<file path="config.mk">
export PLATFORM = sky130hd
export DESIGN_NAME = snake_tick_sequencer_flat
export DESIGN_NICKNAME = d
export VERILOG_FILES = /design/src/rtl/snake_tick_sequencer_pkg.sv /design/src/rtl/snake_tick_sequencer_if.sv /design/src/rtl/snake_tick_sequencer_sat_counter.sv /design/src/rtl/snake_tick_sequencer.sv /design/src/flat_wrapper.sv
export SDC_FILE = /design/constraint.sdc
export NUM_CORES = 1
export LEC_CHECK = 0
export CAP_MARGIN = 20
export CORE_ASPECT_RATIO = 0.5
export CORE_UTILIZATION = 43
export DETAILED_ROUTE_END_ITERATION = 16
export GPL_TIMING_DRIVEN = 1
export HOLD_SLACK_MARGIN = 0.03
export PLACE_DENSITY = 0.78
export RECOVER_POWER = 50
export SLEW_MARGIN = 20
export SYNTH_ARGS = -nofsm -noshare
export SYNTH_HDL_FRONTEND = slang
export SYNTH_SLANG_ARGS = --single-unit
</file>
<file path="constraint.sdc">
create_clock -name clk -period 2.4 [get_ports clk]
set_clock_uncertainty 0.05 [all_clocks]
set_input_delay 0.36 -clock clk [delete_from_list [all_inputs] [get_ports clk]]
set_output_delay 0.36 -clock clk [all_outputs]
set_load 0.005 [all_outputs]
</file>
<file path="src/rtl/snake_tick_sequencer_pkg.sv">
// Shared types for the snake game tick sequencer: state encodings, commit
// outcomes and default timing constants.
package snake_ctrl_pkg;

  typedef enum logic [2:0] {
    ST_IDLE      = 3'd0,
    ST_WAIT_TICK = 3'd1,
    ST_MOVE      = 3'd2,
    ST_CHECK     = 3'd3,
    ST_COMMIT    = 3'd4,
    ST_RESPAWN   = 3'd5,
    ST_PAUSED    = 3'd6,
    ST_OVER      = 3'd7
  } state_e;

  typedef enum logic [1:0] {
    OUT_MOVE    = 2'd0,
    OUT_GROW    = 2'd1,
    OUT_RESPAWN = 2'd2,
    OUT_OVER    = 2'd3
  } outcome_e;

  localparam int DEF_RESPAWN_TICKS  = 8;
  localparam int DEF_TIMEOUT_CYCLES = 255;
  localparam int DEF_OVR_WIDTH      = 8;

  // A collision always outranks a fruit; the last life turns it fatal.
  function automatic outcome_e resolve_outcome(input logic coll_hit,
                                               input logic fruit_hit,
                                               input logic [2:0] lives);
    if (coll_hit) begin
      if (lives <= 3'd1) return OUT_OVER;
      return OUT_RESPAWN;
    end
    if (fruit_hit) return OUT_GROW;
    return OUT_MOVE;
  endfunction

endpackage

</file>
<file path="src/rtl/snake_tick_sequencer_if.sv">
// Handshake bundle between the tick sequencer and the snake datapath stages
// (movement, collision/fruit check, state-register commit).
interface snake_tick_sequencer_if;

  logic       new_game;
  logic       move_req;
  logic       move_done;
  logic       check_req;
  logic       coll_valid;
  logic       coll_hit;
  logic       fruit_hit;
  logic [2:0] lives;
  logic       commit_move;
  logic       commit_grow;
  logic       commit_respawn;

  modport master (
    output new_game, move_req, check_req, commit_move, commit_grow, commit_respawn,
    input  move_done, coll_valid, coll_hit, fruit_hit, lives
  );

  modport slave (
    input  new_game, move_req, check_req, commit_move, commit_grow, commit_respawn,
    output move_done, coll_valid, coll_hit, fruit_hit, lives
  );

endinterface

</file>
<file path="src/rtl/snake_tick_sequencer_sat_counter.sv">
// Up-counter that sticks at all-ones; clear takes priority over increment.
module snake_sat_counter #(
  parameter int WIDTH = 8
) (
  input  logic             clk,
  input  logic             reset,
  input  logic             clr,
  input  logic             inc,
  output logic [WIDTH-1:0] count
);

  logic [WIDTH-1:0] count_d, count_q;

  always_comb begin
    count_d = count_q;
    if (clr) begin
      count_d = '0;
    end else if (inc && (count_q != {WIDTH{1'b1}})) begin
      count_d = count_q + WIDTH'(1);
    end
  end

  always_ff @(posedge clk) begin
    if (reset) begin
      count_q <= '0;
    end else begin
      count_q <= count_d;
    end
  end

  assign count = count_q;

endmodule

</file>
<file path="src/rtl/snake_tick_sequencer.sv">
// Sequences one snake update per game tick: move, then check, then a single
// commit strobe. Also owns pause, respawn freeze and game-over handling.
module snake_tick_sequencer
  import snake_ctrl_pkg::*;
#(
  parameter int RESPAWN_TICKS  = DEF_RESPAWN_TICKS,
  parameter int TIMEOUT_CYCLES = DEF_TIMEOUT_CYCLES,
  parameter int OVR_WIDTH      = DEF_OVR_WIDTH
) (
  input  logic                 clk,
  input  logic                 reset,
  input  logic                 tick,
  input  logic                 btn_start,
  input  logic                 btn_pause,
  snake_tick_sequencer_if.master dp,
  output logic                 game_over,
  output logic                 paused,
  output logic [2:0]           state,
  output logic [OVR_WIDTH-1:0] tick_overrun,
  output logic                 hs_error
);

  localparam int FRZ_W = (RESPAWN_TICKS < 2) ? 1 : $clog2(RESPAWN_TICKS + 1);
  localparam logic [FRZ_W-1:0] FRZ_LOAD = FRZ_W'(RESPAWN_TICKS);
  localparam int TMO_W = (TIMEOUT_CYCLES < 2) ? 1 : $clog2(TIMEOUT_CYCLES + 1);
  localparam logic [TMO_W-1:0] TMO_LAST = TMO_W'(TIMEOUT_CYCLES - 1);

  state_e           state_d, state_q;
  state_e           ret_d, ret_q;
  outcome_e         outcome_d, outcome_q;
  logic [FRZ_W-1:0] frz_d, frz_q;
  logic             start_q;
  logic             pause_pend_d, pause_pend_q;
  logic             hs_error_d, hs_error_q;
  logic             new_game_d, new_game_q;
  logic             move_req_d, move_req_q;
  logic             check_req_d, check_req_q;
  logic             commit_move_d, commit_move_q;
  logic             commit_grow_d, commit_grow_q;
  logic             commit_respawn_d, commit_respawn_q;
  logic             game_over_d, game_over_q;
  logic             paused_d, paused_q;

  logic             start_rise;
  logic             in_hs;
  logic             busy;
  logic             tmo_hit;
  logic             tmo_clr;
  logic [TMO_W-1:0] tmo_cnt;

  assign start_rise = btn_start & ~start_q;
  assign in_hs      = (state_q == ST_MOVE) || (state_q == ST_CHECK);
  assign busy       = in_hs || (state_q == ST_COMMIT);
  assign tmo_hit    = in_hs && (tmo_cnt == TMO_LAST);
  assign tmo_clr    = !in_hs || (state_d != state_q);

  always_comb begin
    state_d      = state_q;
    ret_d        = ret_q;
    outcome_d    = outcome_q;
    frz_d        = frz_q;
    pause_pend_d = pause_pend_q;
    hs_error_d   = hs_error_q;
    new_game_d   = 1'b0;

    // Pauses arriving mid-update are deferred until the update has committed.
    if (busy && btn_pause) pause_pend_d = 1'b1;

    case (state_q)
      ST_IDLE: begin
        if (start_rise) begin
          state_d      = ST_WAIT_TICK;
          new_game_d   = 1'b1;
          hs_error_d   = 1'b0;
          pause_pend_d = 1'b0;
        end
      end
      ST_WAIT_TICK: begin
        if (btn_pause || pause_pend_q) begin
          state_d      = ST_PAUSED;
          ret_d        = ST_WAIT_TICK;
          pause_pend_d = 1'b0;
        end else if (tick) begin
          state_d = ST_MOVE;
        end
      end
      ST_MOVE: begin
        if (dp.move_done) begin
          state_d = ST_CHECK;
        end else if (tmo_hit) begin
          state_d    = ST_WAIT_TICK;
          hs_error_d = 1'b1;
        end
      end
      ST_CHECK: begin
        if (dp.coll_valid) begin
          outcome_d = resolve_outcome(dp.coll_hit, dp.fruit_hit, dp.lives);
          state_d   = ST_COMMIT;
        end else if (tmo_hit) begin
          state_d    = ST_WAIT_TICK;
          hs_error_d = 1'b1;
        end
      end
      ST_COMMIT: begin
        case (outcome_q)
          OUT_OVER: state_d = ST_OVER;
          OUT_RESPAWN: begin
            if (RESPAWN_TICKS == 0) begin
              state_d = ST_WAIT_TICK;
            end else begin
              state_d = ST_RESPAWN;
              frz_d   = FRZ_LOAD;
            end
          end
          default: state_d = ST_WAIT_TICK;
        endcase
      end
      ST_RESPAWN: begin
        if (btn_pause) begin
          state_d = ST_PAUSED;
          ret_d   = ST_RESPAWN;
        end else if (tick) begin
          if (frz_q == FRZ_W'(1)) state_d = ST_WAIT_TICK;
          frz_d = frz_q - FRZ_W'(1);
        end
      end
      ST_PAUSED: begin
        if (btn_pause) state_d = ret_q;
      end
      ST_OVER: begin
        if (start_rise) state_d = ST_IDLE;
      end
      default: state_d = ST_IDLE;
    endcase

    // Outputs are decoded from the next state so they leave the block registered.
    move_req_d       = (state_d == ST_MOVE);
    check_req_d      = (state_d == ST_CHECK);
    commit_move_d    = (state_d == ST_COMMIT) && (outcome_d == OUT_MOVE);
    commit_grow_d    = (state_d == ST_COMMIT) && (outcome_d == OUT_GROW);
    commit_respawn_d = (state_d == ST_COMMIT) && (outcome_d == OUT_RESPAWN);
    game_over_d      = (state_d == ST_OVER);
    paused_d         = (state_d == ST_PAUSED);
  end

  always_ff @(posedge clk) begin
    if (reset) begin
      state_q          <= ST_IDLE;
      ret_q            <= ST_IDLE;
      outcome_q        <= OUT_MOVE;
      frz_q            <= '0;
      start_q          <= 1'b0;
      pause_pend_q     <= 1'b0;
      hs_error_q       <= 1'b0;
      new_game_q       <= 1'b0;
      move_req_q       <= 1'b0;
      check_req_q      <= 1'b0;
      commit_move_q    <= 1'b0;
      commit_grow_q    <= 1'b0;
      commit_respawn_q <= 1'b0;
      game_over_q      <= 1'b0;
      paused_q         <= 1'b0;
    end else begin
      state_q          <= state_d;
      ret_q            <= ret_d;
      outcome_q        <= outcome_d;
      frz_q            <= frz_d;
      start_q          <= btn_start;
      pause_pend_q     <= pause_pend_d;
      hs_error_q       <= hs_error_d;
      new_game_q       <= new_game_d;
      move_req_q       <= move_req_d;
      check_req_q      <= check_req_d;
      commit_move_q    <= commit_move_d;
      commit_grow_q    <= commit_grow_d;
      commit_respawn_q <= commit_respawn_d;
      game_over_q      <= game_over_d;
      paused_q         <= paused_d;
    end
  end

  snake_sat_counter #(.WIDTH(OVR_WIDTH)) u_ovr_cnt (
    .clk   (clk),
    .reset (reset),
    .clr   (new_game_d),
    .inc   (busy && tick),
    .count (tick_overrun)
  );

  snake_sat_counter #(.WIDTH(TMO_W)) u_tmo_cnt (
    .clk   (clk),
    .reset (reset),
    .clr   (tmo_clr),
    .inc   (in_hs),
    .count (tmo_cnt)
  );

  assign dp.new_game       = new_game_q;
  assign dp.move_req       = move_req_q;
  assign dp.check_req      = check_req_q;
  assign dp.commit_move    = commit_move_q;
  assign dp.commit_grow    = commit_grow_q;
  assign dp.commit_respawn = commit_respawn_q;
  assign game_over         = game_over_q;
  assign paused            = paused_q;
  assign state             = state_q;
  assign hs_error          = hs_error_q;

endmodule

</file>
<file path="src/flat_wrapper.sv">
// flat-port wrapper written by rule: the top's interface ports become plain ports
module snake_tick_sequencer_flat import snake_ctrl_pkg::*;
#(
  parameter int RESPAWN_TICKS  = DEF_RESPAWN_TICKS,
  parameter int TIMEOUT_CYCLES = DEF_TIMEOUT_CYCLES,
  parameter int OVR_WIDTH      = DEF_OVR_WIDTH
)
  (clk, reset, tick, btn_start, btn_pause, game_over, paused, state, tick_overrun, hs_error, dp_new_game, dp_move_req, dp_check_req, dp_commit_move, dp_commit_grow, dp_commit_respawn, dp_move_done, dp_coll_valid, dp_coll_hit, dp_fruit_hit, dp_lives);
  snake_tick_sequencer_if dp_i ();
  input  logic clk;
  input  logic reset;
  input  logic tick;
  input  logic btn_start;
  input  logic btn_pause;
  output logic game_over;
  output logic paused;
  output logic [2:0] state;
  output logic [OVR_WIDTH-1:0] tick_overrun;
  output logic hs_error;
  output wire logic [$bits(dp_i.new_game)-1:0] dp_new_game;
  output wire logic [$bits(dp_i.move_req)-1:0] dp_move_req;
  output wire logic [$bits(dp_i.check_req)-1:0] dp_check_req;
  output wire logic [$bits(dp_i.commit_move)-1:0] dp_commit_move;
  output wire logic [$bits(dp_i.commit_grow)-1:0] dp_commit_grow;
  output wire logic [$bits(dp_i.commit_respawn)-1:0] dp_commit_respawn;
  input wire logic [$bits(dp_i.move_done)-1:0] dp_move_done;
  input wire logic [$bits(dp_i.coll_valid)-1:0] dp_coll_valid;
  input wire logic [$bits(dp_i.coll_hit)-1:0] dp_coll_hit;
  input wire logic [$bits(dp_i.fruit_hit)-1:0] dp_fruit_hit;
  input wire logic [$bits(dp_i.lives)-1:0] dp_lives;
  assign dp_new_game = dp_i.new_game;
  assign dp_move_req = dp_i.move_req;
  assign dp_check_req = dp_i.check_req;
  assign dp_commit_move = dp_i.commit_move;
  assign dp_commit_grow = dp_i.commit_grow;
  assign dp_commit_respawn = dp_i.commit_respawn;
  assign dp_i.move_done = dp_move_done;
  assign dp_i.coll_valid = dp_coll_valid;
  assign dp_i.coll_hit = dp_coll_hit;
  assign dp_i.fruit_hit = dp_fruit_hit;
  assign dp_i.lives = dp_lives;
  snake_tick_sequencer #(.RESPAWN_TICKS(RESPAWN_TICKS), .TIMEOUT_CYCLES(TIMEOUT_CYCLES), .OVR_WIDTH(OVR_WIDTH)) u_core (.clk(clk), .reset(reset), .tick(tick), .btn_start(btn_start), .btn_pause(btn_pause), .dp(dp_i), .game_over(game_over), .paused(paused), .state(state), .tick_overrun(tick_overrun), .hs_error(hs_error));
endmodule
</file>
==> results.py <==
metrics = {
    "run_status": {
        "status": "finished, final reports clean",
    },
    "setup_path": {
        "r2r-end": "u_core.u_ovr_cnt.count[1]",
        "r2r_slack_ps": 340,
        "reg2regPathDepth": 5,
        "critPathMaxFanout": 9,
        "cp-start-kind": "input pin",
        "required_ps": 2550,
        "critPathArrivalTime_ps": 2260,
        "cp-end-kind": "flip-flop",
        "r2r-start": "u_core.state[1]",
        "worst-setup-path-type": "input pin to flip-flop",
    },
    "logic_synthesis": {
        "ys_types": 54,
        "synth_simple_gate_area_share_pct": 30.30,
        "yosysSeqAreaShare_pct": 37.60,
        "syn_area_per_cell_um2": 9.196,
        "syn-cell-area_um2": 2023,
        "netlist_instances": 220,
        "syn_nets": 237,
        "synthAdderAreaFrac_pct": 3.092,
        "synth-xor-area-share_pct": 4.762,
        "synth_top_family_by_area": "simple AND/OR/NAND/NOR gates",
        "synth_compound_area_share_pct": 15.40,
        "yosys_warnings": 0,
        "synth_seq_cells": 38,
        "synthMuxAreaShare_pct": 2.536,
    },
    "floorplan": {
        "die_w_um": 99.01,
        "fp.dieH_um": 50.51,
        "die_area_um2": 5000,
        "io_pins": 32,
        "start_util_pct": 45.29,
        "core_area_um2": 4467,
        "num_rows": 17,
    },
    "detailed_routing": {
        "wl_per_cell_um": 13.42,
        "wl_um": 4186,
        "drt_pass1_iterations": 5,
        "drtIter0Drc": 54,
        "drc": 0,
        "via_per_inst": 5.426,
        "vias": 1693,
        "antenna_left": 0,
    },
    "power": {
        "combPwrFrac_pct": 34.1,
        "power_per_cell_area_nw_per_um2": 771.2,
        "power.leakage_nw": 0.9443,
        "vdd_drop_max_mv": 0.3775,
        "swShare_pct": 33.61,
        "seq_power_share_pct": 38.8,
        "internal_power_mw": 1.259,
        "pwr-share-clk_pct": 27.2,
        "p_sw_mw": 0.6373,
    },
    "final_layout": {
        "area_delta_synth_final_pct": 21.52,
        "final_cell_mix": "dfxtp_1 (38), nor2_1 (28), dlygate4sd3_1 (19)",
        "nets": 271,
        "final_layout_size_suffix_gt1_share_pct": 11.76,
        "fin_area_um2": 2459,
        "antennaDiodeCount": 0,
        "layout_commonest_cell": "dfxtp_1",
        "layoutNonFillerInstCount": 312,
    },
    "grt": {
        "grt_pass1_vias": 1564,
        "grt_pass1_wl_um": 7334,
        "grt-ovfl-total": 0,
        "grt_max_degree": 22,
        "antenna_found_initial": 0,
        "track_usage_pct": 18.92,
    },
    "clocking": {
        "cts_hold_buf": 0,
        "cts_setup_buffers": 0,
        "clock-root-buffer": "clkbuf_8",
        "numCtsBuffers": 5,
        "clk_latency_ps": 290,
        "htree_levels": 2,
        "cts_resized": 0,
        "clock-sinks": 38,
        "clockBufferDepth": 2,
        "path_clk_slew_ps": 80,
        "cts_tree": "done",
    },
    "min_path": {
        "min_from": "u_core.ret_q[0]",
        "min_path_cells": 2,
        "hold_end": "u_core.ret_q[0]",
        "hold_class": "flip-flop to flip-flop",
    },
    "sta": {
        "rsz0062_at_grt": "no",
        "worstMarginPinSlew_ps": 703.7,
        "finalCritPeriodShare_pct": 87.86,
        "slew-limit-headroom_pct": 52.77,
        "slew_violations": 0,
        "finalSetupViolCount": 0,
        "hold_viol_final": 0,
        "finalCriticalPeriod_ps": 2109,
        "fmax_ghz": 0.4743,
        "finalSetupTns_ps": 0,
    },
    "placed_design": {
        "place_congestion": 0.8655,
        "dp_cells": 304,
        "dp_hpwl_um": 3047,
        "io_buffers": 30,
        "place_area_um2": 2365,
    },
    "flow_run": {
        "drv_cap": 0,
    },
}
[power groups by stage]
stage	Sequential (mW)	Combinational [mW]	Clock, mW
2_1_floorplan	0.739	0.478	0
3_3_place_gp	0.749	0.639	0
3_5_place_dp	0.751	0.657	0
4_1_cts	0.736	0.663	0.528
5_1_grt	0.742	0.717	0.561
6_report	0.735	0.646	0.515
[Yosys cell counts, drive strengths merged]
library cell,number,area (um^2)
a2111oi,1,27.53
and3,5,31.28
and4b,2,20.02
a22oi,1,7.510
o21ai,5,32.53
mux2,1,11.26
a31o,1,8.760
and2b,1,7.510
a21oi,4,20.02
buf,8,75.06
nand2,12,45.04
a41oi,1,8.760
or2,1,6.260
nor4,2,18.77
a211oi,7,62.56
nand2b,3,18.77
a32o,1,10.01
nor3,12,60.06
nand4,8,50.05
o221ai,1,8.760
mux2i,4,40.04
and2,4,25.02
inv,12,45.04
nor2,28,105.1
and4,1,8.760
o21bai,1,7.510
xor2,3,26.28
nor2b,6,40.04
nor3b,4,51.30
dfxtp,38,760.7
a311oi,2,17.52
nor4b,2,30.03
nand3,6,42.54
ha,5,62.56
a31oi,6,43.79
nand3b,3,26.27
a21o,1,7.510
or4,1,11.26
clkbuf,2,7.510
o311ai,1,26.28
or2b,2,15.01
xnor2,8,70.07
o211ai,3,22.52
[sequential cells by signal, summed over array words and instances (netlist names), 2 cells and up]
register	count
u_core.u_tmo_cnt.count	8
u_core.outcome_q	2
u_core.ret_q	2
u_core.frz_q	4
u_core.state	3
u_core.u_ovr_cnt.count	8
[worst max-delay path: stages]
cell           delay (ps)
dlygate4sd3_1         660
nor2b_1               180
a211oi_2              280
a211oi_1              100
or2_0                 370
nor4b_2               310
[worst max path at each step]
stage | from | end | slack, ps | cells past startpoint
after global placement | btn_pause | u_core.dp.commit_respawn | 150 | 6
after detailed placement | btn_pause | u_core.dp.commit_respawn | 100 | 6
final | btn_pause | u_core.dp.commit_respawn | 290 | 6
after floorplan | u_core.u_tmo_cnt.count[0] | u_core.dp.commit_respawn | 700 | 7
after CTS | btn_pause | u_core.dp.commit_respawn | 400 | 6
after global routing | u_core.state[1] | u_core.u_ovr_cnt.count[1] | 170 | 5
[routing by layer]
| layer | track usage (%) | vias up | wire length, um |
|---|---|---|---|
| li1 | - | 860 | - |
| met1 | 24.27 | 787 | 2064 |
| met2 | 31.47 | 39 | 1881 |
| met3 | 4.457 | 7 | 185 |
| met4 | 6.716 | 0 | 55 |
| met5 | 0 | - | 0 |
[cells by family after synthesis]
logic type,Yosys count
AO/OA/AOI/OAI,36
XOR/XNOR,11
adder cells (fa/ha/maj),5
buffers and inverters,22
flip-flops,38
multiplexers,5
AND/OR/NAND/NOR,103
[per-stage QoR]
step	utilization (%)	worst slack (ps)	total power, mW	hold WS, ps
2_1_floorplan	-	699.3	1.217	375.7
3_5_place_dp	52.94	104.5	1.408	398.6
3_3_place_gp	52.94	154.6	1.388	385.6
5_1_grt	55.04	173.7	2.020	417.8
4_1_cts	55.41	402.3	1.927	408.7
6_report	55.04	291.4	1.896	402.6
[cell type report]
class / count / area [um^2]
flip-flops and latches: 38 / 760.7
multi-input cells: 160 / 1122
clock buffers: 8 / 110.1
fillers: 415 / 2008
inverters: 12 / 45.04
repair buffers: 37 / 349.1
well taps: 57 / 71.32
No activity file was read; power rests on OpenSTA's default activity.
